## src/rtl/fre_sweep.sv

```systemverilog
// Linear frequency sweep sequencer for the DDS `fre` word (Hz): single, sawtooth or triangle.
// Optional pass-marker output enabled with FRE_SWEEP_MARKER_EN.
module fre_sweep #(
   parameter int FRE_W   = 24,
   parameter int DWELL_W = 24
) (
   input  logic               clk_100M,
   input  logic               rst,
   input  logic               start,
   input  logic               stop,
   input  logic [FRE_W-1:0]   f_start,
   input  logic [FRE_W-1:0]   f_stop,
   input  logic [FRE_W-1:0]   f_step,
   input  logic [DWELL_W-1:0] dwell,
   input  logic [1:0]         mode,
   output logic [FRE_W-1:0]   fre,
   output logic               busy,
   output logic               done,
   output logic               step_tick
`ifdef FRE_SWEEP_MARKER_EN
   ,
   input  logic [FRE_W-1:0]   f_marker,
   output logic               marker
`endif
);

   typedef enum logic [1:0] {IDLE, UP, DOWN, FINISH} state_t;
   localparam logic [1:0] M_REPEAT = 2'd1;
   localparam logic [1:0] M_TRI    = 2'd2;

   state_t             state;
   logic [FRE_W-1:0]   start_l, stop_l, step_l;
   logic [DWELL_W-1:0] dwell_l, cnt;
   logic [1:0]         mode_l;

   logic [FRE_W:0]     sum, diff;
   logic [DWELL_W:0]   cnt_nx;
   logic               term, up_top, dn_bot;

   always_comb begin
      sum    = {1'b0, fre} + {1'b0, step_l};
      diff   = {1'b0, fre} - {1'b0, step_l};
      cnt_nx = {1'b0, cnt} + {{DWELL_W{1'b0}}, 1'b1};
      // dwell of 0 behaves as 1: terminal count every cycle
      term   = cnt_nx >= {1'b0, dwell_l};
      up_top = sum[FRE_W] || (sum[FRE_W-1:0] >= stop_l);
      dn_bot = diff[FRE_W] || (diff[FRE_W-1:0] <= start_l);
   end

`ifdef FRE_SWEEP_MARKER_EN
   logic [FRE_W-1:0] mk_l;
   logic             armed;
`endif

   always_ff @(posedge clk_100M) begin
      if (rst) begin
         state <= IDLE; fre <= '0; busy <= 1'b0; done <= 1'b0; step_tick <= 1'b0;
         cnt <= '0; start_l <= '0; stop_l <= '0; step_l <= '0; dwell_l <= '0; mode_l <= '0;
`ifdef FRE_SWEEP_MARKER_EN
         mk_l <= '0; armed <= 1'b0; marker <= 1'b0;
`endif
      end else begin
         step_tick <= 1'b0;
         done      <= 1'b0;
`ifdef FRE_SWEEP_MARKER_EN
         marker    <= 1'b0;
`endif
         if (state == IDLE) begin
            cnt <= '0;
            if (start && !stop) begin
               start_l <= f_start; stop_l <= f_stop; step_l <= f_step;
               dwell_l <= dwell;   mode_l <= mode;
               fre <= f_start; step_tick <= 1'b1; busy <= 1'b1;
               // zero step or empty range: one dwell at f_start, then done
               state <= (f_step == '0 || f_start >= f_stop) ? FINISH : UP;
`ifdef FRE_SWEEP_MARKER_EN
               mk_l <= f_marker;
               marker <= (f_start >= f_marker);
               armed  <= !(f_start >= f_marker);
`endif
            end
         end else if (stop) begin
            state <= IDLE; busy <= 1'b0; done <= 1'b1; cnt <= '0;
         end else if (!term) begin
            cnt <= cnt_nx[DWELL_W-1:0];
         end else begin
            cnt <= '0;
            case (state)
               UP: begin
                  step_tick <= 1'b1;
                  if (mode_l == M_REPEAT && fre == stop_l) begin
                     fre <= start_l;
`ifdef FRE_SWEEP_MARKER_EN
                     marker <= (start_l >= mk_l);
                     armed  <= !(start_l >= mk_l);
`endif
                  end else if (up_top) begin
                     fre <= stop_l;
`ifdef FRE_SWEEP_MARKER_EN
                     marker <= armed && (stop_l >= mk_l);
                     if (stop_l >= mk_l) armed <= 1'b0;
                     if (mode_l == M_TRI) armed <= 1'b1;
`endif
                     if (mode_l == M_TRI)         state <= DOWN;
                     else if (mode_l != M_REPEAT) state <= FINISH;
                  end else begin
                     fre <= sum[FRE_W-1:0];
`ifdef FRE_SWEEP_MARKER_EN
                     marker <= armed && (sum[FRE_W-1:0] >= mk_l);
                     if (sum[FRE_W-1:0] >= mk_l) armed <= 1'b0;
`endif
                  end
               end
               DOWN: begin
                  step_tick <= 1'b1;
                  if (dn_bot) begin
                     fre <= start_l; state <= UP;
`ifdef FRE_SWEEP_MARKER_EN
                     marker <= (start_l >= mk_l);
                     armed  <= !(start_l >= mk_l);
`endif
                  end else begin
                     fre <= diff[FRE_W-1:0];
`ifdef FRE_SWEEP_MARKER_EN
                     marker <= armed && (diff[FRE_W-1:0] <= mk_l);
                     if (diff[FRE_W-1:0] <= mk_l) armed <= 1'b0;
`endif
                  end
               end
               FINISH: begin
                  state <= IDLE; busy <= 1'b0; done <= 1'b1;
               end
               default: state <= IDLE;
            endcase
         end
      end
   end

endmodule

```

## config.mk

```make
export PLATFORM = sky130hd
export DESIGN_NAME = fre_sweep
export DESIGN_NICKNAME = d
export VERILOG_FILES = /design/src/rtl/fre_sweep.sv
export SDC_FILE = /design/constraint.sdc
export NUM_CORES = 1
export LEC_CHECK = 0
export ABC_CLOCK_PERIOD_IN_PS = 4750
export CORE_ASPECT_RATIO = 1.25
export CORE_MARGIN = 2
export CORE_UTILIZATION = 27
export CTS_BUF_LIST = sky130_fd_sc_hd__clkbuf_8
export DETAILED_ROUTE_END_ITERATION = 7
export GPL_TIMING_DRIVEN = 0
export PLACE_DENSITY = 0.51
export SYNTH_ARGS = -nofsm -noshare
export SYNTH_HDL_FRONTEND = slang
export SYNTH_SLANG_ARGS = --single-unit
```

## constraint.sdc

```tcl
create_clock -name clk_100M -period 4.75 [get_ports clk_100M]
set_input_delay 0.7125 -clock clk_100M [delete_from_list [all_inputs] [get_ports clk_100M]]
set_output_delay 0.7125 -clock clk_100M [all_outputs]
set_load 0.01 [all_outputs]
```

; ---- Word level (Yosys, flattened, before mapping)
; Cells that the tools add are included.
[word_totals]
regBits = 151
in_bits = 102
out_inout_bits = 27
[op_classes]
magnitude_cmp = 4
n_addsub = 3
muxes = 32
reduce_logical = 19
n_eq_ne = 13
[op_table]
columns = op, count
row1 = two-way mux 24 bit, 7
row2 = greater-or-equal comparator 24 bit, 2
row3 = case mux 24 bit (2 select lines), 1
row4 = adder 24 x 1 -> 25 bit (second input constant), 1
row5 = adder 24 x 24 -> 25 bit, 1
row6 = greater-or-equal comparator 25 x 24 -> 1 bit, 1
row7 = subtractor 24 x 24 -> 25 bit, 1
row8 = == test 24 bit, 1
row9 = <= comparator 24 bit, 1
row10 = logical NOT 24 bit, 1
row11 = two-way mux 2 bit, 10
row12 = two-way mux 1 bit, 13
row13 = inequality test 4 bit (second input constant), 3
row14 = nonzero test 3 bit, 3
row15 = == test 2 bit (second input constant), 3
row16 = inequality test 2 x 1 -> 1 bit (second input constant), 3
row17 = AND reduction 6 bit, 1
row18 = inequality test 5 bit (second input constant), 1
row19 = == test 2 x 1 -> 1 bit (second input constant), 2
row20 = case mux 2 bit (2 select lines), 1
row21 = AND reduction 4 bit, 1
row22 = OR reduction 2 bit, 2
row23 = OR reduction 4 bit, 1
row24 = logical OR 1 bit, 3
row25 = other kinds (6), 7

; ---- Longest topological paths before layout
; Gate-level depths: netlist of run 1.
[depth]
word_depth = 9
ltp_mapped = 22
depth_no_buf = 21

; ---- Least setup slack after synthesis of run 1
; No wires, ideal clock.
[synth_path]
kind = reg2reg
from = register fre[0]
to = register state[1]
synth_period_minus_slack_ns = 4.676
arrival_time_ns = 4.561
stages_incl_launch_ff = 22
setup_slack_ns = 0.074
required_ns = 4.635
cell_sequence = dfxtp_1 -> inv_1 -> ha_1 -> inv_1 -> fa_1 -> a211o_1 -> a21oi_1 -> o221ai_1 -> a22o_1 -> a21oi_1 -> nor4_1 -> a211o_1 -> ha_1 -> nand4_1 -> or4_1 -> o2bb2ai_1 -> inv_1 -> a31o_2 -> a31oi_1 -> o221ai_1 -> and3_1 -> o21a_1
[synth_via]
elab_chain_cells = 5
word_cells_on_any_way = 12
[synth_lines]
columns = element, line_no
row1 = from (decl), 16  ; output logic [FRE_W-1:0] fre,
row2 = from (signal assigned), 92  ; fre <= start_l;
row3 = from (signal assigned), 98  ; fre <= stop_l;
row4 = from (signal assigned), 107  ; fre <= sum[FRE_W-1:0];
row5 = subtractor 24 x 24 -> 25 bit / adder 24 x 24 -> 25 bit (equally long branches), "42, 41"
row6 = <= comparator 24 bit / greater-or-equal comparator 24 bit (equally long branches), "47, 46"
row7 = logical OR 1 bit (on tied branches), "47, 46"
row8 = inequality test 4 bit (no source line), -
row9 = AND reduction 6 bit (no source line) *, -
row10 = to (signal assigned), 75  ; state <= (f_step == '0 || f_start >= f_stop) ? FINISH : UP;
row11 = to (decl), 31  ; state_t state;
; Every way passes the cells marked *; elsewhere a longest branch is shown, timed or not.
; A chain may end at the register's enable or synchronous reset.

; ---- Worst setup path in the final report of run 1
[layout_path]
from = register fre[0]
to = register fre[2]
[layout_via]
elab_chain_cells = 9
word_cells_on_any_way = 15
[layout_lines]
columns = element, line_no
row1 = adder 24 x 24 -> 25 bit, 41  ; sum = {1'b0, fre} + {1'b0, step_l};
row2 = greater-or-equal comparator 24 bit, 46  ; up_top = sum[FRE_W] || (sum[FRE_W-1:0] >= stop_l);
row3 = logical OR 1 bit, 46
row4 = two-way mux 24 bit, 97  ; end else if (up_top) begin
row5 = two-way mux 24 bit, 91  ; if (mode_l == M_REPEAT && fre == stop_l) begin
row6 = case mux 24 bit (2 select lines) *, 88  ; case (state)
row7 = two-way mux 24 bit *, 84  ; end else if (!term) begin
row8 = two-way mux 24 bit *, 82  ; end else if (stop) begin
row9 = two-way mux 24 bit *, 68  ; if (state == IDLE) begin
; Every way passes the cells marked *; elsewhere a longest branch is shown, timed or not. The select of a mux whose other input is x is not followed.

==> reports/results.txt, run 1 <==
IO Port Bufs -> 127
RSZ-0062 raised after global routing -> yes
Post-route DRC -> 0
Starting DRC count in detailed routing -> 839
Nets -> 2002
RePlAce Congestion -> 0.943
Register area share after synthesis -> 25.6%
DRT Wirelength -> 46300 microns
CTS buffer count -> 17
Post-Place Cells -> 2253
CP required -> 5.19 ns
CTS clk-pin slew, worst paths -> 0.10 ns
Die Width -> 191 microns
Gr usage total -> 20.4%
CP max FO -> 5
Final period util -> 105%
Die height -> 238 microns
Area fraction of the dominant cell type after synthesis -> 25.6%
Sinks on the clock net -> 151
Drt pass-1 iters -> 5
TritonCTS clock tree -> yes
Tot Pwr -> 8.31 mW
Max_cap viols -> 0
CP startpoint kind -> flip-flop
Synth Warn # -> 0
Share of cells above drive strength 1 -> 12.0%
Biggest area consumer among synthesized cells -> dfxtp_1
Vias in the first global route -> 11.9k
Cell family contributing the most delay on the critical path -> compound AO/OA/AOI/OAI gates
Slew headroom -> 13.2%
Pin count of the biggest net entering global routing -> 19
Number of routed nets with antenna violations -> 0
Crit path kind -> reg -> reg
Layout Skew -> 0.0242 ns
Site Rows -> 85
Worst VDD drop -> 0.000379 V
Clock Path Buffers -> 2
Pre-CTS setup slack -> -1.55 ns
Post-synth ARST share -> 0%
Worst endpoint data arrival time -> 5.45 ns
Post-synth cell types -> 82
Boundary Pins -> 129
Most common cell after layout, fill and taps aside -> nand2_1
Violated checks -> setup timing
Slew @ Worst Pin -> 1.29 ns
Average cell area after synthesis -> 7.56 sq um
CP Buf/Inv Count -> 4
Placed wire-length estimate -> 36600 microns
First-pass GRT wire length -> 69300 microns
Final std cells w/o fill -> 2327
Die area -> 45400 sq um
Synth Flop Type -> dfxtp_1
CP max stage cell -> or4_4
Cell Area, Synth -> 11800 sq um
P&R area growth vs syn -> 28.9%
Crit-path max cell delay -> 0.53 ns
Drt wl/cell -> 19.9 microns
Number of synthesized flops with an enable pin -> 0
Final hold vios -> 0
Vias -> 11.9k
Hold Crit Class -> reg -> reg
Clk Tree Root Cell -> clkbuf_8
Pwr dens -> 546 nW/um^2
Remaining global-route overflow -> 0
Status -> finished, violations left
Skew-Pair Late Insertion Delay -> 0.53 ns
Area of the core -> 43100 sq um
Max frequency -> 200 MHz
Top cells by area, synth -> dfxtp_1 (26%), ha_1 (16%), a21oi_1 (8.4%)
Antenna violations before repair -> 1
Setup slack after layout -> -0.261 ns
Static leakage power -> 6.05 nW
Final setup vio count -> 26
Final Max Slew Viols -> 0
Number of vias per cell -> 5.09
Initial Utilization -> 27.4%
Post-route minimum period -> 5.01 ns
CTS H-tree depth -> 4
Syn_nets -> 1815
Critical path capture point type -> flip-flop
Most frequent cells in the layout -> nand2_1 (240), a21oi_1 (187), inv_1 (154), ha_1 (146), dfxtp_1 (139)
Critical path cell sequence -> inv_4 -> ha_4 -> inv_2 -> fa_2 -> a211o_1 -> a21oi_4 -> o221ai_2 -> a22o_4 -> a21oi_4 -> nor4_1 -> a211o_1 -> ha_4 -> nand4_1 -> or4_4 -> o32ai_4 -> o41a_1 -> nand2_4 -> nand2_4 -> clkbuf_16 -> buf_6 -> o221ai_2 -> o2bb2ai_1
#FFs+latches synth -> 151
Syn Inst Count -> 1561
area by class of cell:
class	count	area (sq um)
Multi-Input combinational cell	1173	8350
Clock inverter	15	205
Fill cell	4598	27900
Inverter	158	596
Buffer	73	389
Tap cell	565	707
Antenna cell	1	2.50
Timing Repair Buffer	174	1680
Sequential cell	151	3050
Clock buffer	17	234
per-stage QoR:
stage,setup TNS (ns),utilization (%),hold WS (ns),cell area [sq um]
floorplan,0,-,0.436,11800
global placement,-34.15,32.0,0.447,13800
detailed placement,-34.44,32.0,0.447,13800
CTS,-5.09,34.7,0.462,14900
global route,-6.78,35.3,0.485,15200
finish,-3.79,35.3,0.460,15200
cell families (layout without fill, tap and decap cells):
logic type | Yosys count | in the layout | synth area share [%]
DFF | 151 | 151 | 25.6
other | 0 | 1 | 0
xor gates and xnor gates | 83 | 83 | 6.16
and+or+nand+nor | 514 | 514 | 20.6
buffers and inverters | 237 | 437 | 7.96
muxes | 17 | 17 | 1.60
AOI/OAI and AO/OA | 407 | 407 | 21.8
adders and majority gates | 152 | 152 | 16.2
cells in the mapped netlist, types with 3 or more instances:
master and number:
nor3b_1 4, o2bb2ai_1 8, o21ai_0 48, nand2b_1 14, buf_2 9, a21oi_1 197
o21a_1 9, and3_1 23, nand4_1 28, inv_1 156, nor2_1 72, or4_1 7
o2111ai_1 4, a211oi_1 10, o31ai_1 7, xnor2_1 64, o21bai_1 4, nor2b_1 31
nand3_1 31, nand3b_1 6, or3_1 6, mux2_2 15, a211o_1 4, nor3_1 16
xor2_1 19, ha_1 150, o211ai_1 8, or2_2 7, a2111oi_0 4, clkbuf_1 64
and2_1 3, a221oi_1 3, nor4_1 15, a41oi_1 3, o221ai_1 15, dfxtp_1 151
o41ai_1 5, o22ai_1 17, o31a_1 8, nand2_1 242, a21o_1 20, a31oi_1 4
path summary, 6_finish.rpt:
check                                 from    endpoint  slack [ns]  cells after the start
worst max-delay path                fre[0]      fre[2]       -0.26                     22
worst min-delay path            dwell_l[3]  dwell_l[3]        0.46                      2
worst max register to register      fre[0]      fre[2]       -0.26                     22
worst min register to register  dwell_l[3]  dwell_l[3]        0.46                      2
state kept, by name, summed over array words and instances, names as in the netlist:
| name | cells |
|---|---|
| state | 2 |
| step_tick | 1 |
| done | 1 |
| mode_l | 2 |
| stop_l | 24 |
| start_l | 24 |
| dwell_l | 24 |
| busy | 1 |
| cnt | 24 |
| fre | 24 |
| step_l | 24 |
worst reg2reg max path, stage by stage, from the launching register on:
cell and delay, ns:
dfxtp_4 0.38, inv_4 0.06, ha_4 0.13, inv_2 0.04, fa_2 0.41, a211o_1 0.32
a21oi_4 0.21, o221ai_2 0.14, a22o_4 0.27, a21oi_4 0.19, nor4_1 0.07, a211o_1 0.36
ha_4 0.31, nand4_1 0.18, or4_4 0.53, o32ai_4 0.32, o41a_1 0.24, nand2_4 0.09
nand2_4 0.11, clkbuf_16 0.17, buf_6 0.10, o221ai_2 0.08, o2bb2ai_1 0.20
metal layers:
| metal | routed length (microns) | GRT usage [%] | up-vias | share of wire [%] |
|---|---|---|---|---|
| li1 | - | - | 5794 | - |
| met3 | 2430 | 3.35 | 104 | 5.2 |
| met2 | 22100 | 34.7 | 344 | 48 |
| met4 | 2550 | 11.7 | 0 | 5.5 |
| met1 | 19200 | 23.9 | 5608 | 42 |
| met5 | 0 | 0 | - | 0 |
repair_timing:
action,in CTS,in global routing
cloned,1,0
gates resized for setup,98,45
hold buffers,0,0
setup buffers,36,11
endpoints found under the setup margin,46,34
pin swaps,49,46
where the power goes:
group	internal (mW)	switching, mW	total, mW
combinational	2.45	3.16	5.60
clock	0.457	0.664	1.12
sequential	1.41	0.176	1.59
No activity file was read; power rests on OpenSTA's default activity.
==> run 2, diff against run 1 <==
==> config.mk (replaced) <==
export PLATFORM = sky130hd
export DESIGN_NAME = fre_sweep
export DESIGN_NICKNAME = d
export VERILOG_FILES = /design/src/rtl/fre_sweep.sv
export SDC_FILE = /design/constraint.sdc
export NUM_CORES = 1
export LEC_CHECK = 0
export ABC_CLOCK_PERIOD_IN_PS = 6400
export CORE_ASPECT_RATIO = 1.25
export CORE_MARGIN = 2
export CORE_UTILIZATION = 27
export CTS_BUF_LIST = sky130_fd_sc_hd__clkbuf_2 sky130_fd_sc_hd__clkbuf_4 sky130_fd_sc_hd__clkbuf_8
export DETAILED_ROUTE_END_ITERATION = 7
export DONT_BUFFER_PORTS = 1
export GPL_TIMING_DRIVEN = 0
export PLACE_DENSITY = 0.45
export SYNTH_ARGS = -nofsm -noshare
export SYNTH_HDL_FRONTEND = slang
export SYNTH_SLANG_ARGS = --single-unit
==> constraint.sdc (replaced) <==
create_clock -name clk_100M -period 6.4 [get_ports clk_100M]
set_input_delay 0.96 -clock clk_100M [delete_from_list [all_inputs] [get_ports clk_100M]]
set_output_delay 0.96 -clock clk_100M [all_outputs]
set_load 0.01 [all_outputs]
==> run 2 against run 1 <==
  * The flow now finishes without violations
  * Clock skew fell by 0.0047 ns
  * First-iteration DRC count fell by 33%
  * Sequential share of layout area rose by 3.3 points
  * Combinational power fell by 44%
  * Cell count fell by 7.2%
  * Largest power group unchanged
==> reports/results.txt, run 2 (synthesis results as in run 1) <==
Status -> complete, no violations (was finished, violations left)
R2R depth -> 21 (was 22)
Site Rows -> 85 (unchanged)
Number of vias per cell -> 5.11 (was 5.09)
Placed instance area -> 12500 sq um (was 13800 sq um)
Skew-Pair Late Insertion Delay -> 0.54 ns (was 0.53 ns)
Gr usage total -> 20.4% (about the same)
Final std cells w/o fill -> 2159 (was 2327)
Final instance area -> 12900 sq um (was 15200 sq um)
CP required -> 6.79 ns (was 5.19 ns)
Sum Neg Setup Slack -> 0 ns (was -3.79 ns)
Worst path depth -> 21 (was 22)
Static leakage power -> 5.19 nW (was 6.05 nW)
RSZ-0062 raised after global routing -> no (was yes)
Hold Path End -> dwell_l[9] (was dwell_l[3])
CP max FO -> 10 (was 5)
TritonCTS clock tree -> yes (unchanged)
Worst VDD drop -> 0.000187 V (was 0.000379 V)
Slew headroom -> 27.6% (was 13.2%)
Starting DRC count in detailed routing -> 560 (was 839)
Area of the core -> 43100 sq um (unchanged)
CP startpoint kind -> flip-flop (unchanged)
Sinks on the clock net -> 151 (unchanged)
Initial Utilization -> 27.4% (unchanged)
Die height -> 238 microns (unchanged)
Layout Skew -> 0.0195 ns (was 0.0242 ns)
Most frequent cells in the layout -> nand2_1 (242), a21oi_1 (196), inv_1 (156), dfxtp_1 (151), ha_1 (150) (was nand2_1 (240), a21oi_1 (187), inv_1 (154), ha_1 (146), dfxtp_1 (139))
Placed wire-length estimate -> 37200 microns (was 36600 microns)
Slew @ Worst Pin -> 1.07 ns (was 1.29 ns)
CP Buf/Inv Count -> 4 (unchanged)
Antenna violations before repair -> 0 (was 1)
Reg-to-reg slack, setup -> 0.27 ns (was -0.26 ns)
Worst reg2reg path endpoint -> fre[12] (was fre[2])
Post-route DRC -> 0 (unchanged)
WHS Path Cells -> 2 (unchanged)
Max frequency -> 163 MHz (was 200 MHz)
Post-CTS Setup Repair Bufs -> 0 (was 36)
Hold Crit Class -> reg -> reg (unchanged)
P&R area growth vs syn -> 9.69% (was 28.9%)
Reg-to-Reg Start -> fre[0] (unchanged)
Most common cell after layout, fill and taps aside -> nand2_1 (unchanged)
Final hold vios -> 0 (unchanged)
Drt wl/cell -> 21.1 microns (was 19.9 microns)
CTS Hold Bufs -> 0 (unchanged)
Crit path kind -> reg -> reg (unchanged)
Hold slack -> 0.459 ns (was 0.460 ns)
Number of routed nets with antenna violations -> 0 (unchanged)
CTS H-tree depth -> 4 (unchanged)
Final setup vio count -> 0 (was 26)
CTS clk-pin slew, worst paths -> 0.11 ns (was 0.10 ns)
Vias in the first global route -> 11.1k (was 11.9k)
Die Width -> 191 microns (unchanged)
First-pass GRT wire length -> 68400 microns (was 69300 microns)
Max_cap viols -> 0 (unchanged)
CP max stage cell -> or4_1 (was or4_4)
Critical path cell sequence -> inv_1 -> ha_1 -> inv_1 -> fa_1 -> a211o_1 -> a21oi_2 -> o221ai_1 -> a22o_1 -> a21oi_1 -> nor4_1 -> a211o_1 -> ha_1 -> nand4_1 -> or4_1 -> o32ai_1 -> o41a_1 -> nand2_1 -> buf_2 -> clkbuf_2 -> nor2_1 -> o22ai_1 (was inv_4 -> ha_4 -> inv_2 -> fa_2 -> a211o_1 -> a21oi_4 -> o221ai_2 -> a22o_4 -> a21oi_4 -> nor4_1 -> a211o_1 -> ha_4 -> nand4_1 -> or4_4 -> o32ai_4 -> o41a_1 -> nand2_4 -> nand2_4 -> clkbuf_16 -> buf_6 -> o221ai_2 -> o2bb2ai_1)
Ant diodes -> 0 (was 1)
Final Max Slew Viols -> 0 (unchanged)
Setup slack after layout -> 0.274 ns (was -0.261 ns)
Pwr dens -> 400 nW/um^2 (was 546 nW/um^2)
Post-Place Cells -> 2127 (was 2253)
Critical path capture point type -> flip-flop (unchanged)
Nets -> 1835 (was 2002)
Worst endpoint data arrival time -> 6.52 ns (was 5.45 ns)
Clock Path Buffers -> 2 (unchanged)
DRT Wirelength -> 45600 microns (was 46300 microns)
Clk Tree Root Cell -> clkbuf_8 (unchanged)
Die area -> 45400 sq um (unchanged)
CTS buffer count -> 17 (unchanged)
Final period util -> 95.7% (was 105%)
Hold path start -> dwell_l[9] (was dwell_l[3])
IO Port Bufs -> 0 (was 127)
Pin count of the biggest net entering global routing -> 17 (was 19)
Cell family contributing the most delay on the critical path -> compound AO/OA/AOI/OAI gates (unchanged)
Pre-CTS setup slack -> -0.0840 ns (was -1.55 ns)
Remaining global-route overflow -> 0 (unchanged)
Post-route minimum period -> 6.13 ns (was 5.01 ns)
Crit-path max cell delay -> 0.68 ns (was 0.53 ns)
Fin util -> 30.0% (was 35.3%)
Tot Pwr -> 5.18 mW (was 8.31 mW)
Share of cells above drive strength 1 -> 5.65% (was 12.0%)
Drt pass-1 iters -> 5 (unchanged)
Boundary Pins -> 129 (unchanged)
Vias -> 11.0k (was 11.9k)
RePlAce Congestion -> 0.896 (was 0.943)
## run 2: cell count changes in the layout (fill, tap and decap cells not counted), moves of 5 or more
cell and change:
dfxtp_1 +12, buf_6 -6, o21ai_0 +10, dfxtp_2 -6, o21ai_1 -6, dfxtp_4 -6, a21oi_1 +9, xnor2_2 -5
clkdlybuf4s50_1 -127, clkinv_8 -6, xnor2_1 +5, a21oi_2 -7, clkbuf_1 +6, buf_4 -39
## run 2: final cells by class
cell class	instances	area (sq um)
buffer	79	350
clock inverter	14	176
multi-input combinational	1173	7850
fill	4746	30100
tap	565	707
timing repair buffer	1	5.00
clock buffer	18	241
inverter	158	593
sequential	151	3020
## run 2: repair_timing
item / 4_1_cts / 5_1_grt
cloned: 0 / 0
endpoints found under the setup margin: 9 / 26
gates resized for setup: 1 / 7
## run 2: power breakdown
part / internal [mW] / switching, mW
clock network: 0.370 / 0.476
registers: 1.04 / 0.157
logic: 1.18 / 1.95
total: 2.59 / 2.59
## run 2: worst max path at each step
stage                       from  endpoint  slack [ns]
after global routing      fre[0]   fre[12]        0.07
final                     fre[0]   fre[12]        0.27
after floorplan           fre[0]  state[1]        1.72
after CTS                 fre[0]    fre[6]        0.06
after detailed placement  fre[0]   fre[23]       -0.08
after global placement    fre[0]   fre[21]       -0.05
## run 2: per-layer routing
layer / share of wire (%) / GRT usage, % / up-vias
li1: - / - / 5472
met1: 40 / 23.3 / 5215
met2: 51 / 36.9 / 285
met3: 6.0 / 4.71 / 59
met4: 3.0 / 7.19 / 0
met5: 0 / 0 / -
## run 2: worst reg2reg max path: cells and delay by family (launching register included)
kind | cells | cell delay (ns)
buffers and inverters | 4 | 0.71
AOI/OAI and AO/OA | 9 | 2.62
adders and majority gates | 3 | 0.95
and+or+nand+nor | 5 | 1.21
DFF | 1 | 0.49
==> run 3, diff against run 2 <==
--- a/config.mk
+++ b/config.mk
@@ -9,7 +9,6 @@
 export CORE_ASPECT_RATIO = 1.25
 export CORE_MARGIN = 2
 export CORE_UTILIZATION = 27
-export CTS_BUF_LIST = sky130_fd_sc_hd__clkbuf_2 sky130_fd_sc_hd__clkbuf_4 sky130_fd_sc_hd__clkbuf_8
 export DETAILED_ROUTE_END_ITERATION = 7
 export DONT_BUFFER_PORTS = 1
 export GPL_TIMING_DRIVEN = 0
==> run 3 against run 2 <==
  * Power grew 4.8%
  * Combinational power barely moved
  * Global-route usage hardly changed
  * Worst hold slack worse by 0.0037 ns
  * First-iteration DRC count fell by 4.1%
  * Core utilization rose by 0.44 points
  * Sequential power hardly changed
  * Via count is 0.26% lower
  * Die area did not move
==> reports/results.txt, run 3 (synthesis results as in run 1) <==
CTS buffer count -> 17 (unchanged)
Die area -> 45400 sq um (unchanged)
Sinks on the clock net -> 151 (unchanged)
Most frequent cells in the layout -> nand2_1 (242), a21oi_1 (196), inv_1 (156), dfxtp_1 (151), ha_1 (150) (unchanged)
Post-route minimum period -> 6.17 ns (was 6.13 ns)
Boundary Pins -> 129 (unchanged)
Final setup vio count -> 0 (unchanged)
Gr usage total -> 20.4% (about the same)
Final period util -> 96.4% (was 95.7%)
Nets -> 1835 (unchanged)
Number of routed nets with antenna violations -> 0 (unchanged)
CP max FO -> 10 (unchanged)
Layout Skew -> 0.0116 ns (was 0.0195 ns)
CTS H-tree depth -> 4 (unchanged)
IO Port Bufs -> 0 (unchanged)
Met3 routed WL -> 2830 microns (was 2730 microns)
Number of vias per cell -> 5.10 (was 5.11)
Sequential share of power -> 22.1% (was 23.2%)
Tot Pwr -> 5.43 mW (was 5.18 mW)
RePlAce Congestion -> 0.896 (unchanged)
Area of the core -> 43100 sq um (unchanged)
Starting DRC count in detailed routing -> 537 (was 560)
Most common cell after layout, fill and taps aside -> nand2_1 (unchanged)
Met2 wire length -> 23200 microns (was 23100 microns)
CP endpoint -> fre[12] (unchanged)
Sw Share -> 48.1% (was 49.9%)
Worst reg2reg path endpoint -> fre[12] (unchanged)
Status -> complete, no violations (unchanged)
RSZ-0062 raised after global routing -> no (unchanged)
Post-CTS Setup Repair Bufs -> 0 (unchanged)
DRT Wirelength -> 45500 microns (was 45600 microns)
Reg-to-Reg Start -> fre[0] (unchanged)
Final hold vios -> 0 (unchanged)
CP startpoint kind -> flip-flop (unchanged)
Critical path capture point type -> flip-flop (unchanged)
Placed wire-length estimate -> 37200 microns (unchanged)
Vias in the first global route -> 11.1k (about the same)
Hold slack -> 0.455 ns (was 0.459 ns)
Pin count of the biggest net entering global routing -> 17 (unchanged)
Die height -> 238 microns (unchanged)
TritonCTS clock tree -> yes (unchanged)
CTS Hold Bufs -> 0 (unchanged)
Site Rows -> 85 (unchanged)
Setup slack after layout -> 0.230 ns (was 0.274 ns)
Die Width -> 191 microns (unchanged)
CP required -> 6.71 ns (was 6.79 ns)
Reg-to-reg slack, setup -> 0.23 ns (was 0.27 ns)
Top Metal Used -> met4 (unchanged)
Max frequency -> 162 MHz (was 163 MHz)
Clk Tree Root Cell -> clkbuf_16 (was clkbuf_8)
Combinational Power Share -> 57.7% (was 60.5%)
Skew-Pair Late Insertion Delay -> 0.46 ns (was 0.54 ns)
Drt pass-1 iters -> 5 (unchanged)
Slew @ Worst Pin -> 1.06 ns (was 1.07 ns)
Met1 Wirelength -> 18200 microns (was 18400 microns)
Crit path kind -> reg -> reg (unchanged)
Static leakage power -> 5.27 nW (was 5.19 nW)
Pwr dens -> 413 nW/um^2 (was 400 nW/um^2)
Drt wl/cell -> 21.1 microns (about the same)
Worst endpoint data arrival time -> 6.48 ns (was 6.52 ns)
Worst VDD drop -> 0.000243 V (was 0.000187 V)
First-pass GRT wire length -> 68500 microns (was 68400 microns)
Final Max Slew Viols -> 0 (unchanged)
Antenna violations before repair -> 0 (unchanged)
Register area -> 3020 sq um (unchanged)
P&R area growth vs syn -> 11.3% (was 9.69%)
Remaining global-route overflow -> 0 (unchanged)
Clock network fraction of total power -> 20.2% (was 16.3%)
Slew headroom -> 28.3% (was 27.6%)
CTS clk-pin slew, worst paths -> 0.07 ns (was 0.11 ns)
Hold Crit Class -> reg -> reg (unchanged)
Ant diodes -> 0 (unchanged)
Share of cells above drive strength 1 -> 5.58% (was 5.65%)
Initial Utilization -> 27.4% (unchanged)
Max_cap viols -> 0 (unchanged)
R2R depth -> 21 (unchanged)
Multi-input logic area -> 7850 sq um (unchanged)
Pre-CTS setup slack -> -0.0840 ns (unchanged)
P_sw -> 2.61 mW (was 2.59 mW)
Clock Path Buffers -> 2 (unchanged)
Sum Neg Setup Slack -> 0 ns (unchanged)
Worst setup path startpoint -> fre[0] (unchanged)
PostCTS Resize Cnt -> 1 (unchanged)
Internal -> 2.82 mW (was 2.59 mW)
Filler Cells Inserted -> 4721 (was 4746)
Vias -> 11.0k (about the same)
Post-route DRC -> 0 (unchanged)
## run 3: cell counts in the layout (fill, tap and decap cells not counted)
No cell type changed its count.
## run 3: final cells by class
| cell class | count | share of cell area, % |
|---|---|---|
| Buffer | 79 | 2.67 |
| Clock buffer | 18 | 3.27 |
| Clock inverter | 14 | 1.34 |
| Inverter | 158 | 4.52 |
| Multi-Input combinational cell | 1173 | 59.8 |
| Sequential cell | 151 | 23.0 |
| Tap cell | 565 | 5.38 |
| Timing Repair Buffer | 1 | 0.0381 |
## run 3: per-layer routing
| layer | vias up | global-route usage (%) |
|---|---|---|
| li1 | 5478 | - |
| met1 | 5220 | 23.3 |
| met2 | 253 | 37.1 |
| met3 | 51 | 4.70 |
| met4 | 0 | 6.53 |
| met5 | - | 0 |
## run 3: how the worst min path moves through the flow
stage                     start     endpoint  cells past startpoint
floorplan           dwell_l[10]  dwell_l[10]                      2
global placement    dwell_l[15]  dwell_l[15]                      2
detailed placement  dwell_l[12]  dwell_l[12]                      2
CTS                 dwell_l[12]  dwell_l[12]                      2
global route        dwell_l[19]  dwell_l[19]                      2
finish               dwell_l[9]   dwell_l[9]                      2
## run 3: power groups by stage
stage                     Combinational (mW)  Clock [mW]  Sequential [mW]
after floorplan                         2.16           0             1.16
after global placement                  3.08           0             1.22
after detailed placement                3.10           0             1.23
after CTS                               3.12        1.13             1.20
after global routing                    3.45        1.16             1.22
final                                   3.13        1.10             1.20
## run 3: metrics by stage
stage,util (%),area [sq um],instances
after detailed placement,29.0,12500,2127
after global placement,29.0,12500,2126
after floorplan,-,11800,1561
final,30.5,13100,2159
after CTS,30.5,13100,2159
after global routing,30.5,13100,2159
## run 3: worst max-delay path: stages, from the launching register on
cell and delay, ns:
dfxtp_1 0.47, inv_1 0.12, ha_1 0.18, inv_1 0.06, fa_1 0.43, a211o_1 0.31, a21oi_2 0.26, o221ai_1 0.19
a22o_1 0.35, a21oi_1 0.34, nor4_1 0.09, a211o_1 0.29, ha_1 0.34, nand4_1 0.21, or4_1 0.69, o32ai_1 0.58
o41a_1 0.21, nand2_1 0.09, buf_2 0.24, clkbuf_2 0.29, nor2_1 0.18, o22ai_1 0.10
==> RTL change 1, RTL diff (config.mk and constraints of run 3) <==
Add an input register stage for `start`, `stop`, `f_stop`, `f_step`, `dwell` and `mode`, cleared by the reset; this delays them by one clock. The other inputs are not delayed to match. Comments in the files are not updated.
--- a/src/rtl/fre_sweep.sv
+++ b/src/rtl/fre_sweep.sv
@@ -27,6 +27,31 @@
    typedef enum logic [1:0] {IDLE, UP, DOWN, FINISH} state_t;
    localparam logic [1:0] M_REPEAT = 2'd1;
    localparam logic [1:0] M_TRI    = 2'd2;
+
+   logic start_q;
+   logic stop_q;
+   logic [FRE_W-1:0] f_stop_q;
+   logic [FRE_W-1:0] f_step_q;
+   logic [DWELL_W-1:0] dwell_q;
+   logic [1:0] mode_q;
+
+   always_ff @(posedge clk_100M) begin
+      if (rst) begin
+         start_q  <= '0;
+         stop_q   <= '0;
+         f_stop_q <= '0;
+         f_step_q <= '0;
+         dwell_q  <= '0;
+         mode_q   <= '0;
+      end else begin
+         start_q  <= start;
+         stop_q   <= stop;
+         f_stop_q <= f_stop;
+         f_step_q <= f_step;
+         dwell_q  <= dwell;
+         mode_q   <= mode;
+      end
+   end
 
    state_t             state;
    logic [FRE_W-1:0]   start_l, stop_l, step_l;
@@ -67,19 +92,19 @@
 `endif
          if (state == IDLE) begin
             cnt <= '0;
-            if (start && !stop) begin
-               start_l <= f_start; stop_l <= f_stop; step_l <= f_step;
-               dwell_l <= dwell;   mode_l <= mode;
+            if (start_q && !stop_q) begin
+               start_l <= f_start; stop_l <= f_stop_q; step_l <= f_step_q;
+               dwell_l <= dwell_q;   mode_l <= mode_q;
                fre <= f_start; step_tick <= 1'b1; busy <= 1'b1;
                // zero step or empty range: one dwell at f_start, then done
-               state <= (f_step == '0 || f_start >= f_stop) ? FINISH : UP;
+               state <= (f_step_q == '0 || f_start >= f_stop_q) ? FINISH : UP;
 `ifdef FRE_SWEEP_MARKER_EN
                mk_l <= f_marker;
                marker <= (f_start >= f_marker);
                armed  <= !(f_start >= f_marker);
 `endif
             end
-         end else if (stop) begin
+         end else if (stop_q) begin
             state <= IDLE; busy <= 1'b0; done <= 1'b1; cnt <= '0;
          end else if (!term) begin
             cnt <= cnt_nx[DWELL_W-1:0];
Behaviour: not the same (a bounded check fails within 4 cycles, from zero or initial values and one cycle with rst high).
==> RTL change 1 against run 3 <==
Sequential cell count grew 76; setup slack gained 0.017 ns; power grew 44%; hold slack lost 0.021 ns; routed wire length grew 13%; area after synthesis grew 18%; sequential share of layout area grew 5.7 points; cell area grew 21%.
==> RTL change 1: results (changes against run 3) <==
[outcome]
status = complete, no violations  ; unchanged

[sta]
finalClockSkew_ns = 0.00968  ; was 0.0116 ns
setup_slack_ns = 0.247  ; was 0.230 ns
tightest_slew_ns = 1.12  ; was 1.06 ns
hold_ws_ns = 0.434  ; was 0.455 ns

[worst_setup_path]
reg2reg_to = fre[8]  ; was fre[12]
startpoint = fre[6]  ; was fre[0]
max_stage_delay_ns = 0.76  ; was 0.69 ns
slowest_stage = o21ai_1  ; was or4_1
cp.arrival_ns = 6.63  ; was 6.48 ns
path_delay_family = simple AND/OR/NAND/NOR gates  ; was compound AO/OA/AOI/OAI gates
r2r_cells = 17  ; was 21

[layout]
final_cells = 2453  ; was 2159
fin_nets = 2024  ; was 1835
layout-drive-gt1-share_pct = 6.32  ; was 5.58%
fill_cells = 5485  ; was 4721
n_antenna_cell = 0  ; unchanged

[detailed_routing]
met2_length_mm = 25.2  ; was 23.2 mm
first_pass_iters = 6  ; was 5
wl_met1_mm = 21.1  ; was 18.2 mm
dr.first_iter.drc_count = 629  ; was 537
wl_met3_mm = 2.67  ; was 2.83 mm
post_drt_via_cell_ratio = 5.06  ; was 5.10
routedWlPerCell_um = 21.0  ; was 21.1 um

[global_route]
grt_use_met2_pct = 33.8  ; was 37.1%
grtUsageMet1_pct = 21.5  ; was 23.3%
grt_pass1_vias = 12500  ; was 11100
grt_usage_pct = 18.8  ; was 20.4%
grt_use_met3_pct = 3.23  ; was 4.70%
grt_max_degree = 15  ; was 17
grt_pass1_wl_mm = 76.7  ; was 68.5 mm
antenna_found_initial = 1  ; was 0

[hold_path]
hp-start = dwell_q[13]  ; was dwell_l[9]
hold_end = dwell_l[13]  ; was dwell_l[9]

[yosys]
synth_top_family_by_area = simple AND/OR/NAND/NOR gates  ; was compound AO/OA/AOI/OAI gates
synth_xor_area_share_pct = 5.28  ; was 6.16%
synth_seq_area_share_pct = 32.6  ; was 25.6%
synth_compound_area_share_pct = 18.7  ; was 21.8%
synthArstFlopShare_pct = 0  ; unchanged
netlist_top_cells_area = dfxtp_1, ha_1, nand2_1, a21oi_1, nor2b_1  ; was dfxtp_1, ha_1, a21oi_1, nand2_1, inv_1
synthMuxAreaShare_pct = 1.75  ; was 1.60%
synth.avg_cell_area_um2 = 8.01  ; was 7.56 um2
synth_fa_ha_area_share_pct = 13.7  ; was 16.2%
yosys-top-cells-count = nand2_1, dfxtp_1, a21oi_1  ; was nand2_1, a21oi_1, inv_1

[place]
dp_slack_ns = -0.146  ; was -0.0840 ns
dpl.hpwl_mm = 41.3  ; was 37.2 mm
placed_cell_area_um2 = 14800  ; was 12500 um2
gp_congestion = 0.926  ; was 0.896
dpl.cell_count = 2406  ; was 2127

[clock_tree]
clockRootBuffer = clkbuf_16  ; unchanged
cts_max_level = 1  ; was 4
cts_max_path_buffers = 3  ; was 2
cts_buffers = 27  ; was 17
clock_latency_ns = 0.57  ; was 0.46 ns

[power_and_ir_drop]
vdd_drop_max_mv = 0.235  ; was 0.243 mV
p_leak_uw = 0.00621  ; was 0.00527 uW

-- RTL change 1: changes by cell type in the layout (fill, tap and decap cells not counted), moves of 12 or more --
cell,change
and3_1,-14
a21oi_1,-21
nand2_1,+12
xnor2_1,-19
dfxtp_1,+75
nor2_1,+17
o221ai_1,-13
a211oi_1,+13
nor2b_1,+76
xor2_1,+20
-- RTL change 1: final cells by class --
cell class / instances / area (um2) / share of cell area (%)
sequential: 227 / 4550 / 28.7
buffer: 83 / 348 / 2.20
clock inverter: 12 / 210 / 1.33
multi-input combinational: 1274 / 8520 / 53.9
tap: 665 / 832 / 5.26
inverter: 157 / 589 / 3.72
clock buffer: 35 / 776 / 4.90
-- RTL change 1: where the power goes --
part / internal [uW] / switching [uW]
Combinational: 1590 / 2770
Sequential: 1530 / 234
Clock: 1050 / 652
-- RTL change 1: repair_timing --
action | in CTS | in global routing
buffers inserted | 0 | 0
setup endpoints to repair | 12 | 25
gates resized for setup | 4 | 9
==> RTL change 2, RTL diff (config.mk and constraints of run 3) <==
Without the edit above. Set the parameter `DWELL_W` to 32 (it was 24).
--- a/src/rtl/fre_sweep.sv
+++ b/src/rtl/fre_sweep.sv
@@ -2,7 +2,7 @@
 // Optional pass-marker output enabled with FRE_SWEEP_MARKER_EN.
 module fre_sweep #(
    parameter int FRE_W   = 24,
-   parameter int DWELL_W = 24
+   parameter int DWELL_W = 32
 ) (
    input  logic               clk_100M,
    input  logic               rst,
Ports: changed (resized dwell); port bits go from 129 to 137. The function was not compared with the original's and may differ.
==> RTL change 2 against run 3 <==
Sequential cell count is 16 higher; cell area is 4.8% higher; clock skew is 0.0025 ns higher; power is 23% higher; non-clock buffer count is 2 lower; largest cell class unchanged; setup slack worse by 0.031 ns; area after synthesis is 5.4% higher; utilization is 0.10 points lower; routed wire length is 4.1% higher; largest power group unchanged.
==> RTL change 2: results (changes against run 3) <==
[power_and_ir_drop]
p_comb_share_pct = 63.0  ; was 57.7%
p_sw_uw = 3450  ; was 2610 uW
clk-power_uw = 1080
vdd_drop_max_mv = 0.242  ; was 0.243 mV
pwr-share-seq_pct = 20.9  ; was 22.1%
p_leak_uw = 0.00550  ; was 0.00527 uW

[place]
dp_slack_ns = -0.510  ; was -0.0840 ns
gp_congestion = 0.913  ; was 0.896
dpl.cell_count = 2225  ; was 2127
placed_cell_area_um2 = 13200  ; was 12500 um2
dpl.hpwl_mm = 38.3  ; was 37.2 mm

[detailed_routing]
post_drt_via_cell_ratio = 5.15  ; was 5.10
dr.first_iter.drc_count = 682  ; was 537
routedWlPerCell_um = 21.0  ; was 21.1 um
first_pass_iters = 6  ; was 5

[worst_setup_path]
rrSetupSlack_ns = 0.20  ; was 0.23 ns
cp_data_required_time_ns = 6.75  ; was 6.71 ns
slowest_stage = nor4_1  ; was or4_1
max_stage_delay_ns = 0.71  ; was 0.69 ns

[yosys]
synth_seq_area_share_pct = 26.9  ; was 25.6%
synth.distinct_cells = 77  ; was 82
synth_compound_area_share_pct = 22.2  ; was 21.8%
synthFlopType = dfxtp_1  ; unchanged
synth.avg_cell_area_um2 = 7.55  ; was 7.56 um2
synth_fa_ha_area_share_pct = 16.2  ; about the same
synthMuxAreaShare_pct = 0.161  ; was 1.60%
synthArstFlopShare_pct = 0  ; unchanged
yosys-top-cells-count = nand2_1, a21oi_1, dfxtp_1  ; was nand2_1, a21oi_1, inv_1
netlist_top_cells_area = dfxtp_1, ha_1, nand2_1, a21oi_1, inv_1  ; was dfxtp_1, ha_1, a21oi_1, nand2_1, inv_1

[sta]
hold_ws_ns = 0.453  ; was 0.455 ns
finalClockSkew_ns = 0.0140  ; was 0.0116 ns
setup_slack_ns = 0.199  ; was 0.230 ns

[layout]
layout-drive-gt1-share_pct = 4.23  ; was 5.58%
final_cells = 2257  ; was 2159
fin_nets = 1936  ; was 1835

[hold_path]
hold_end = dwell_l[7]  ; was dwell_l[9]
hp-start = dwell_l[7]  ; was dwell_l[9]

[global_route]
grt_pass1_wl_mm = 71.0  ; was 68.5 mm
grt_usage_pct = 19.8  ; was 20.4%
grt_pass1_vias = 11600  ; was 11100

[outcome]
status = complete, no violations  ; unchanged

[clock_tree]
post_cts_resized = 3  ; was 1

-- RTL change 2: layer usage --
metal | track usage, % | part of all wire [%] | up-vias
met4 | 7.15 | 3.1 | 0
met2 | 35.7 | 49 | 329
met3 | 4.90 | 7.4 | 68
met1 | 22.5 | 40 | 5510
li1 | - | - | 5726
met5 | 0 | 0 | -
-- RTL change 2: critical path, delay by kind of cell, from the launching register on --
family | cells | cell delay (ns)
AOI/OAI and AO/OA | 8 | 1.72
xor gates and xnor gates | 1 | 0.19
adders and majority gates | 3 | 0.90
buffers and inverters | 3 | 0.80
DFF | 1 | 0.42
and+or+nand+nor | 6 | 2.03
-- RTL change 2: layout make-up --
type                            instances  area [um2]
Buffer                                 78         318
Tap cell                              578         723
Fill cell                            5008       31500
Clock buffer                           20         447
Sequential cell                       167        3340
Inverter                              164         616
Multi-Input combinational cell       1238        8180
Clock inverter                         12         131
